`config.mk`:
```
export PLATFORM = sky130hd
export DESIGN_NAME = hazard_scoreboard
export DESIGN_NICKNAME = d
export VERILOG_FILES = /design/src/rtl/hazard_scoreboard.sv
export SDC_FILE = /design/constraint.sdc
export NUM_CORES = 1
export LEC_CHECK = 0
export BUFFER_PORTS_ARGS = -buffer_cell sky130_fd_sc_hd__buf_2
export CAP_MARGIN = 20
export CORE_MARGIN = 1
export CORE_UTILIZATION = 45
export CTS_CLUSTER_SIZE = 16
export DETAILED_ROUTE_END_ITERATION = 10
export GPL_ROUTABILITY_DRIVEN = 0
export GPL_TIMING_DRIVEN = 0
export PLACE_DENSITY = 0.77
export SYNTH_ARGS = -nofsm -noshare
export SYNTH_HDL_FRONTEND = slang
export SYNTH_SLANG_ARGS = --single-unit
```
`constraint.sdc`:
```
create_clock -name clk -period 5.6 [get_ports clk]
set_input_delay 0.28 -clock clk [delete_from_list [all_inputs] [get_ports clk]]
set_output_delay 0.28 -clock clk [all_outputs]
set_load 0.005 [all_outputs]
```
`src/rtl/hazard_scoreboard.sv`:
```
// hazard_scoreboard
//   Stateful ID-stage hazard check. It keeps one countdown per architectural
//   register. The countdown gives the number of cycles until the in-flight
//   result for that register can be used. ID is stalled whenever a source
//   operand is still too far away. Branches compare in ID and need the value
//   fully resolved. Other consumers can take it through forwarding once the
//   count has dropped to ALU_LAT.
//
// Ports
//   clk, rst_n       clock (rising edge) and asynchronous active-low reset
//   id_valid         valid instruction in ID
//   id_rs, id_rt     source addresses (rt only counts when id_use_rt=1)
//   id_use_rt        rt is a real source operand
//   id_is_branch     BEQ/BNE resolved in ID
//   id_wb_en         instruction writes the register file
//   id_mem_read      instruction is a load
//   id_dest          destination register
//   flush            ID instruction squashed this cycle
//   hazard_detected  stall IF/ID and bubble EXE (combinational)
//   pending          bit r set while register r has a result in flight
//   stall_count      saturating count of stalled cycles
module hazard_scoreboard #(
  parameter int REG_FILE_ADDR_LEN = 5,
  parameter int ALU_LAT           = 2,
  parameter int MEM_LAT           = 1,
  parameter int STALL_CNT_W       = 32
) (
  input  logic                          clk,
  input  logic                          rst_n,
  input  logic                          id_valid,
  input  logic [REG_FILE_ADDR_LEN-1:0]  id_rs,
  input  logic [REG_FILE_ADDR_LEN-1:0]  id_rt,
  input  logic                          id_use_rt,
  input  logic                          id_is_branch,
  input  logic                          id_wb_en,
  input  logic                          id_mem_read,
  input  logic [REG_FILE_ADDR_LEN-1:0]  id_dest,
  input  logic                          flush,
  output logic                          hazard_detected,
  output logic [(2**REG_FILE_ADDR_LEN)-1:0] pending,
  output logic [STALL_CNT_W-1:0]        stall_count
);

  localparam int NREG     = 2**REG_FILE_ADDR_LEN;
  localparam int LOAD_LAT = ALU_LAT + MEM_LAT;
  localparam int CNT_W    = $clog2(LOAD_LAT + 1);

  localparam logic [CNT_W-1:0] ALU_CNT  = CNT_W'(ALU_LAT);
  localparam logic [CNT_W-1:0] LOAD_CNT = CNT_W'(LOAD_LAT);

  logic [CNT_W-1:0] cnt [NREG];
  logic [CNT_W-1:0] thr;
  logic             src_busy;
  logic             issue;

  // A branch needs the value fully resolved (count 0). Any other consumer can
  // forward once the producer is within ALU_LAT of completion. Register 0 is
  // never checked, because it is hard-wired to zero.
  always_comb begin
    src_busy = 1'b0;
    thr      = id_is_branch ? '0 : ALU_CNT;
    for (int s = 1; s < NREG; s++) begin
      if ((id_rs == REG_FILE_ADDR_LEN'(s) ||
           (id_use_rt && id_rt == REG_FILE_ADDR_LEN'(s))) &&
          (cnt[s] > thr)) begin
        src_busy = 1'b1;
      end
    end
  end

  assign hazard_detected = id_valid & ~flush & src_busy;
  assign issue           = id_valid & ~flush & ~hazard_detected;

  // Countdown per register. An issuing writer reloads its destination, and it
  // takes priority over the decrement. The newest writer wins because writes
  // retire in order. The hazard check above reads the pre-update count, so a
  // self-dependency sees the older producer.
  always_ff @(posedge clk or negedge rst_n) begin
    if (!rst_n) begin
      for (int r = 0; r < NREG; r++) cnt[r] <= '0;
    end else begin
      for (int r = 0; r < NREG; r++) begin
        if (r == 0) begin
          cnt[r] <= '0;
        end else if (issue && id_wb_en && id_dest == REG_FILE_ADDR_LEN'(r)) begin
          cnt[r] <= id_mem_read ? LOAD_CNT : ALU_CNT;
        end else if (cnt[r] != '0) begin
          cnt[r] <= cnt[r] - CNT_W'(1);
        end
      end
    end
  end

  // A pending bit is derived straight from the count, so it clears as soon as
  // reset is asserted.
  always_comb begin
    for (int r = 0; r < NREG; r++) pending[r] = (cnt[r] != '0);
  end

  // Performance counter of stalled cycles. It holds at all-ones when full.
  always_ff @(posedge clk or negedge rst_n) begin
    if (!rst_n) begin
      stall_count <= '0;
    end else if (hazard_detected && stall_count != '1) begin
      stall_count <= stall_count + STALL_CNT_W'(1);
    end
  end

endmodule

```
==> results_dict.tcl, run 1 <==
set metrics [dict create \
    placed_cells 932 \
    cp-end-kind "primary output" \
    port_buffers 86 \
    initial_core_util 0.463 \
    wl_per_cell_um 16.1 \
    cp.arrival_ns 3.26 \
    grt_pass1_vias 5260 \
    synth_ff_type "dfrtp_1" \
    reg2reg_depth 8 \
    rows 43 \
    period_minus_slack_ns 3.54 \
    ys_ff_latch 94 \
    crit_start "id_is_branch" \
    hold_start "id_mem_read" \
    final_common_cell "inv_1" \
    drv_cap 0 \
    grt_pass1_wl_um 25500 \
    layout-drive-gt1-share 0.203 \
    fin_setup_tns_ns 0 \
    synth_edf_count 0 \
    antenna_found_initial 0 \
    synth_warnings 0 \
    fin_area_sq_mm 0.00749 \
    syn_inst 665 \
    routed_wl_um 15300 \
    globalRouteOverflowTotal 0 \
    slew_viol_final 0 \
    hpwlAfterDp_um 11300 \
    coreArea_sq_mm 0.0140 \
    whs_ns 0.232 \
    syn_nets 751 \
    drc 0 \
    synth_top_area_frac 0.363 \
    insertion_delay_ns 0.35 \
    period_share 0.632 \
    hold_path.class "in2reg" \
    viasPerCell 5.58 \
    powerDensity_mw_per_mm2 487 \
    ir_drop_uv 203 \
    finalNonFillerCells 950 \
    cts_tree "done" \
    insertedDiodeCount 0 \
    ant_nets 0 \
    syn_to_final_growth_pct 15.5 \
    crit_fanout 31 \
    setup_violations 0 \
    regToRegStartpoint "cnt[55]" \
    rsz0062_at_grt "false" \
    p_leak_nw 3.59 \
    clk_pin_slew_ns 0.07 \
    ys_seq_area_frac 0.363 \
    synth.cell_area_sq_mm 0.00648 \
    clock.fmax_ghz 0.283 \
    synth_top_cell_by_area "dfrtp_1" \
    cp.required_ns 5.32 \
    die_h_um 122 \
    fin_skew_ns 0.00952 \
    hold_viol 0 \
    final_cell_mix "inv_1 (95), dfrtp_1 (94), buf_2 (93)" \
    grt_max_degree 53 \
    io_pins 88 \
    cts-buffers-inserted 9 \
    worst_pin_slew_ns 0.802 \
    power_mw 3.65 \
    postPlaceCellArea_sq_mm 0.00717 \
    nets 851 \
    async_reset_ff_frac 1.00 \
    vias 5302 \
    clkSinkCount 94 \
    die_w_um 122 \
    relSlewSlack 0.461 \
    syn_area_per_cell_sq_um 9.75 \
    htree_num_levels 3 \
    crit_type "in2out" \
    min_delay_path_depth 2 \
    drtIter0Drc 324 \
    synthDistinctLibCells 41 \
    cts_buffer_depth 2 \
    startpoint_type "input port" \
    clock-root-buffer "clkbuf_16" \
    status "completed" \
    ys_top_cells_by_area "dfrtp_1 (36%), ha_1 (12%), mux2_2 (6.4%)" \
    dieArea_sq_mm 0.0149 \
    drt_pre_antenna_iters 7 \
    grt_usage 0.220 \
]
[routing by layer]
| layer | wire (um) | vias to the layer above | part of all wire | track usage |
|---|---|---|---|---|
| li1 | - | 2553 | - | - |
| met1 | 6840 | 2535 | 0.45 | 0.289 |
| met2 | 7140 | 188 | 0.47 | 0.358 |
| met3 | 963 | 26 | 0.063 | 0.0473 |
| met4 | 305 | 0 | 0.020 | 0.0733 |
| met5 | 0 | - | 0 | 0 |
[layout make-up]
type	count	area, sq um
plain buffers	29	125
clock inverters	3	42.5
flip-flops and latches	94	2350
inverters	95	357
clock buffers	13	260
repair buffers	89	478
fillers	1283	6500
multi-input cells	447	3650
well taps	180	225
[per-stage QoR]
step / setup WS, ns / util
2_1_floorplan: 3.01 / -
3_3_place_gp: 2.02 / 0.510
3_5_place_dp: 1.95 / 0.512
4_1_cts: 2.10 / 0.535
5_1_grt: 1.92 / 0.535
6_report: 2.06 / 0.535
[path summary, 6_finish.rpt]
path	to	slack (ns)
setup / recovery	hazard_detected	2.06
hold / removal	cnt[36]	0.23
setup reg to reg	cnt[54]	2.47
hold reg to reg	stall_count[14]	0.49
max in group asynchronous	stall_count[15]	4.46
min in group asynchronous	cnt[55]	0.48
[critical path, cell delays in order]
cell and delay, ns:
buf_2 0.61, ha_1 0.36, mux2_2 0.28, a22oi_1 0.24, nand4_1 0.20, nor4_4 0.65, clkbuf_1 0.43, nor2_1 0.07
buf_2 0.14
[kinds of logic (layout without fill, tap and decap cells)]
kind of cell,Yosys count,after routing,share of synthesized area
XOR/XNOR,62,62,0.0838
AND/OR/NAND/NOR,179,179,0.158
adder cells (fa/ha/maj),63,63,0.122
AO/OA/AOI/OAI,73,73,0.0790
flip-flops,94,94,0.363
buffers and inverters,124,229,0.0743
multiplexers,69,69,0.120
other,1,1,0.000579
[power by group]
group / internal, mW / switching, mW / total (mW)
Sequential: 0.954 / 0.215 / 1.17
Clock: 0.370 / 0.259 / 0.630
Combinational: 0.954 / 0.893 / 1.85
[sequential cells by signal (all words and copies together), names as in the netlist]
register / count
cnt: 62
stall_count: 32
[Yosys cell counts, types with 6 or more instances]
cell      count
dfrtp_1      94
xnor2_1      33
nand4_1      41
nor3_1       12
nor4_1       15
o211ai_1     25
mux2_1       32
buf_2         8
inv_1        95
nand3_1      16
o22ai_1      31
nand2_1      43
and3_1        6
a22oi_1      14
clkbuf_1     18
xor2_1       29
nor2_1        8
ha_1         63
mux2_2       37
[what timing repair did]
action                                 in CTS  in global routing
buffers inserted                            0                  0
setup endpoints to repair                   0                  0
hold buffers                                1                  0
gates resized for setup                     0                  0
endpoints found under the hold margin      42                  0
Note: power is estimated with default switching activity, not from simulation.
==> inputs of run 2 (changes only) <==
==> constraint.sdc (replaced) <==
create_clock -name clk -period 3.3 [get_ports clk]
set_input_delay 0.165 -clock clk [delete_from_list [all_inputs] [get_ports clk]]
set_output_delay 0.165 -clock clk [all_outputs]
set_load 0.005 [all_outputs]
==> results_dict.tcl, run 2 (same netlist as run 1, synthesis figures left out) <==
set metrics [dict create \
    status "completed" \
    worst_pin_slew_ns 0.841 \
    drt_pre_antenna_iters 5 \
    dp_slack_ns -0.239 \
    slew_viol_final 0 \
    cp.required_ns 3.13 \
    globalRouteOverflowTotal 0 \
    clock.fmax_ghz 0.329 \
    final_cell_mix "inv_1 (95), dfrtp_1 (94), buf_2 (92)" \
    initial_core_util 0.463 \
    viasPerCell 5.57 \
    insertedDiodeCount 0 \
    fin_setup_tns_ns 0 \
    crit_fanout 10 \
    postPlaceCellArea_sq_mm 0.00717 \
    period_minus_slack_ns 3.04 \
    vias 5302 \
    period_share 0.921 \
    insertion_delay_ns 0.35 \
    reg2reg_slack_ns 0.36 \
    fin_skew_ns 0.00893 \
    grt_usage 0.220 \
    ant_nets 0 \
    clk_pin_slew_ns 0.07 \
    cp.arrival_ns 2.87 \
    grt_pass1_wl_um 25500 \
    antenna_found_initial 0 \
    r2r-end "cnt[10]" \
    crit_type "reg2out" \
    syn_to_final_growth_pct 16.0 \
    wl_per_cell_um 16.0 \
    powerDensity_mw_per_mm2 830 \
    final_common_cell "inv_1" \
    reg.largest.list "cnt: 62 flops, stall_count: 32 flops" \
    relSlewSlack 0.435 \
    die_w_um 122 \
    regToRegStartpoint "cnt[9]" \
    clkSinkCount 94 \
    regMostFlops "cnt" \
    grt_max_degree 53 \
    fin_area_sq_mm 0.00752 \
    drv_cap 0 \
    htree_num_levels 3 \
    grt_pass1_vias 5260 \
    die_h_um 122 \
    drtIter0Drc 334 \
    io_pins 88 \
    startpoint_type "flop" \
    cp-end-kind "primary output" \
    largest_reg_flops 62 \
    hold_viol 0 \
    cts-buffers-inserted 9 \
    p_leak_nw 3.61 \
    clock-root-buffer "clkbuf_16" \
    crit_start "cnt[9]" \
    drc 0 \
    setup_violations 0 \
    nets 853 \
    cts_tree "done" \
    crit_end "hazard_detected" \
    dieArea_sq_mm 0.0149 \
    rsz0062_at_grt "false" \
    hpwlAfterDp_um 11300 \
    rows 43 \
    routed_wl_um 15200 \
    hold_path.class "in2reg" \
    coreArea_sq_mm 0.0140 \
    port_buffers 86 \
    ir_drop_uv 345 \
    cts_buffer_depth 2 \
    worst_slack_ns 0.260 \
    reg2reg_depth 10 \
    layout-drive-gt1-share 0.205 \
]
run 2: changes by cell type in the layout (fill, tap and decap cells not counted):
| cell | previous run | this run |
|---|---|---|
| buf_12 | 0 | 1 |
| buf_2 | 93 | 92 |
| buf_4 | 2 | 3 |
| clkbuf_4 | 1 | 2 |
run 2: power breakdown:
group | internal, mW | switching (mW)
Combinational | 1.66 | 1.52
Sequential | 1.62 | 0.366
Clock | 0.628 | 0.439
run 2: how the worst min path moves through the flow:
stage                           start  cells past startpoint       to  slack, ns
after detailed placement        rst_n                      1  cnt[49]       0.21
after global routing      id_mem_read                      2  cnt[36]       0.12
after floorplan                 rst_n                      0   cnt[0]      -0.13
after global placement    id_mem_read                      2  cnt[36]       0.46
final                     id_mem_read                      2  cnt[36]       0.11
after CTS                 id_mem_read                      2  cnt[36]       0.10
run 2: per-stage QoR:
| step | std cells | util | total power, mW | hold WS [ns] |
|---|---|---|---|---|
| 2_1_floorplan | 665 | - | 4.27 | -0.131 |
| 3_5_place_dp | 932 | 0.512 | 5.14 | 0.213 |
| 6_report | 952 | 0.537 | 6.24 | 0.109 |
| 3_3_place_gp | 931 | 0.510 | 4.97 | 0.458 |
| 5_1_grt | 952 | 0.537 | 6.83 | 0.121 |
| 4_1_cts | 949 | 0.535 | 6.25 | 0.100 |
run 2: cell type report:
| type | count | area [sq um] |
|---|---|---|
| fill | 1280 | 6470 |
| multi-input combinational | 447 | 3650 |
| sequential | 94 | 2350 |
| timing repair buffer | 91 | 508 |
| inverter | 95 | 357 |
| clock buffer | 13 | 260 |
| tap | 180 | 225 |
| buffer | 29 | 125 |
| clock inverter | 3 | 42.5 |
run 2: repair_timing:
action                                 in CTS  in global routing
resized for setup                           0                  1
setup endpoints to repair                   0                 16
buffers inserted                            0                  2
hold buffers                                1                  0
endpoints found under the hold margin      42                  0
run 2: routing by layer:
layer	vias up	GRT usage	wire length [um]
met1	2521	0.289	6770
met4	0	0.0733	247
met5	-	0	0
met2	204	0.358	7200
met3	17	0.0473	994
li1	2560	-	-
run 2: worst max-delay path: stages (launching register included):
cell      delay [ns]
dfrtp_1         0.38
ha_1            0.28
mux2_2          0.33
a22oi_1         0.30
nand4_1         0.20
nor4_4          0.27
buf_4           0.20
clkbuf_1        0.37
nor2_1          0.07
buf_2           0.13
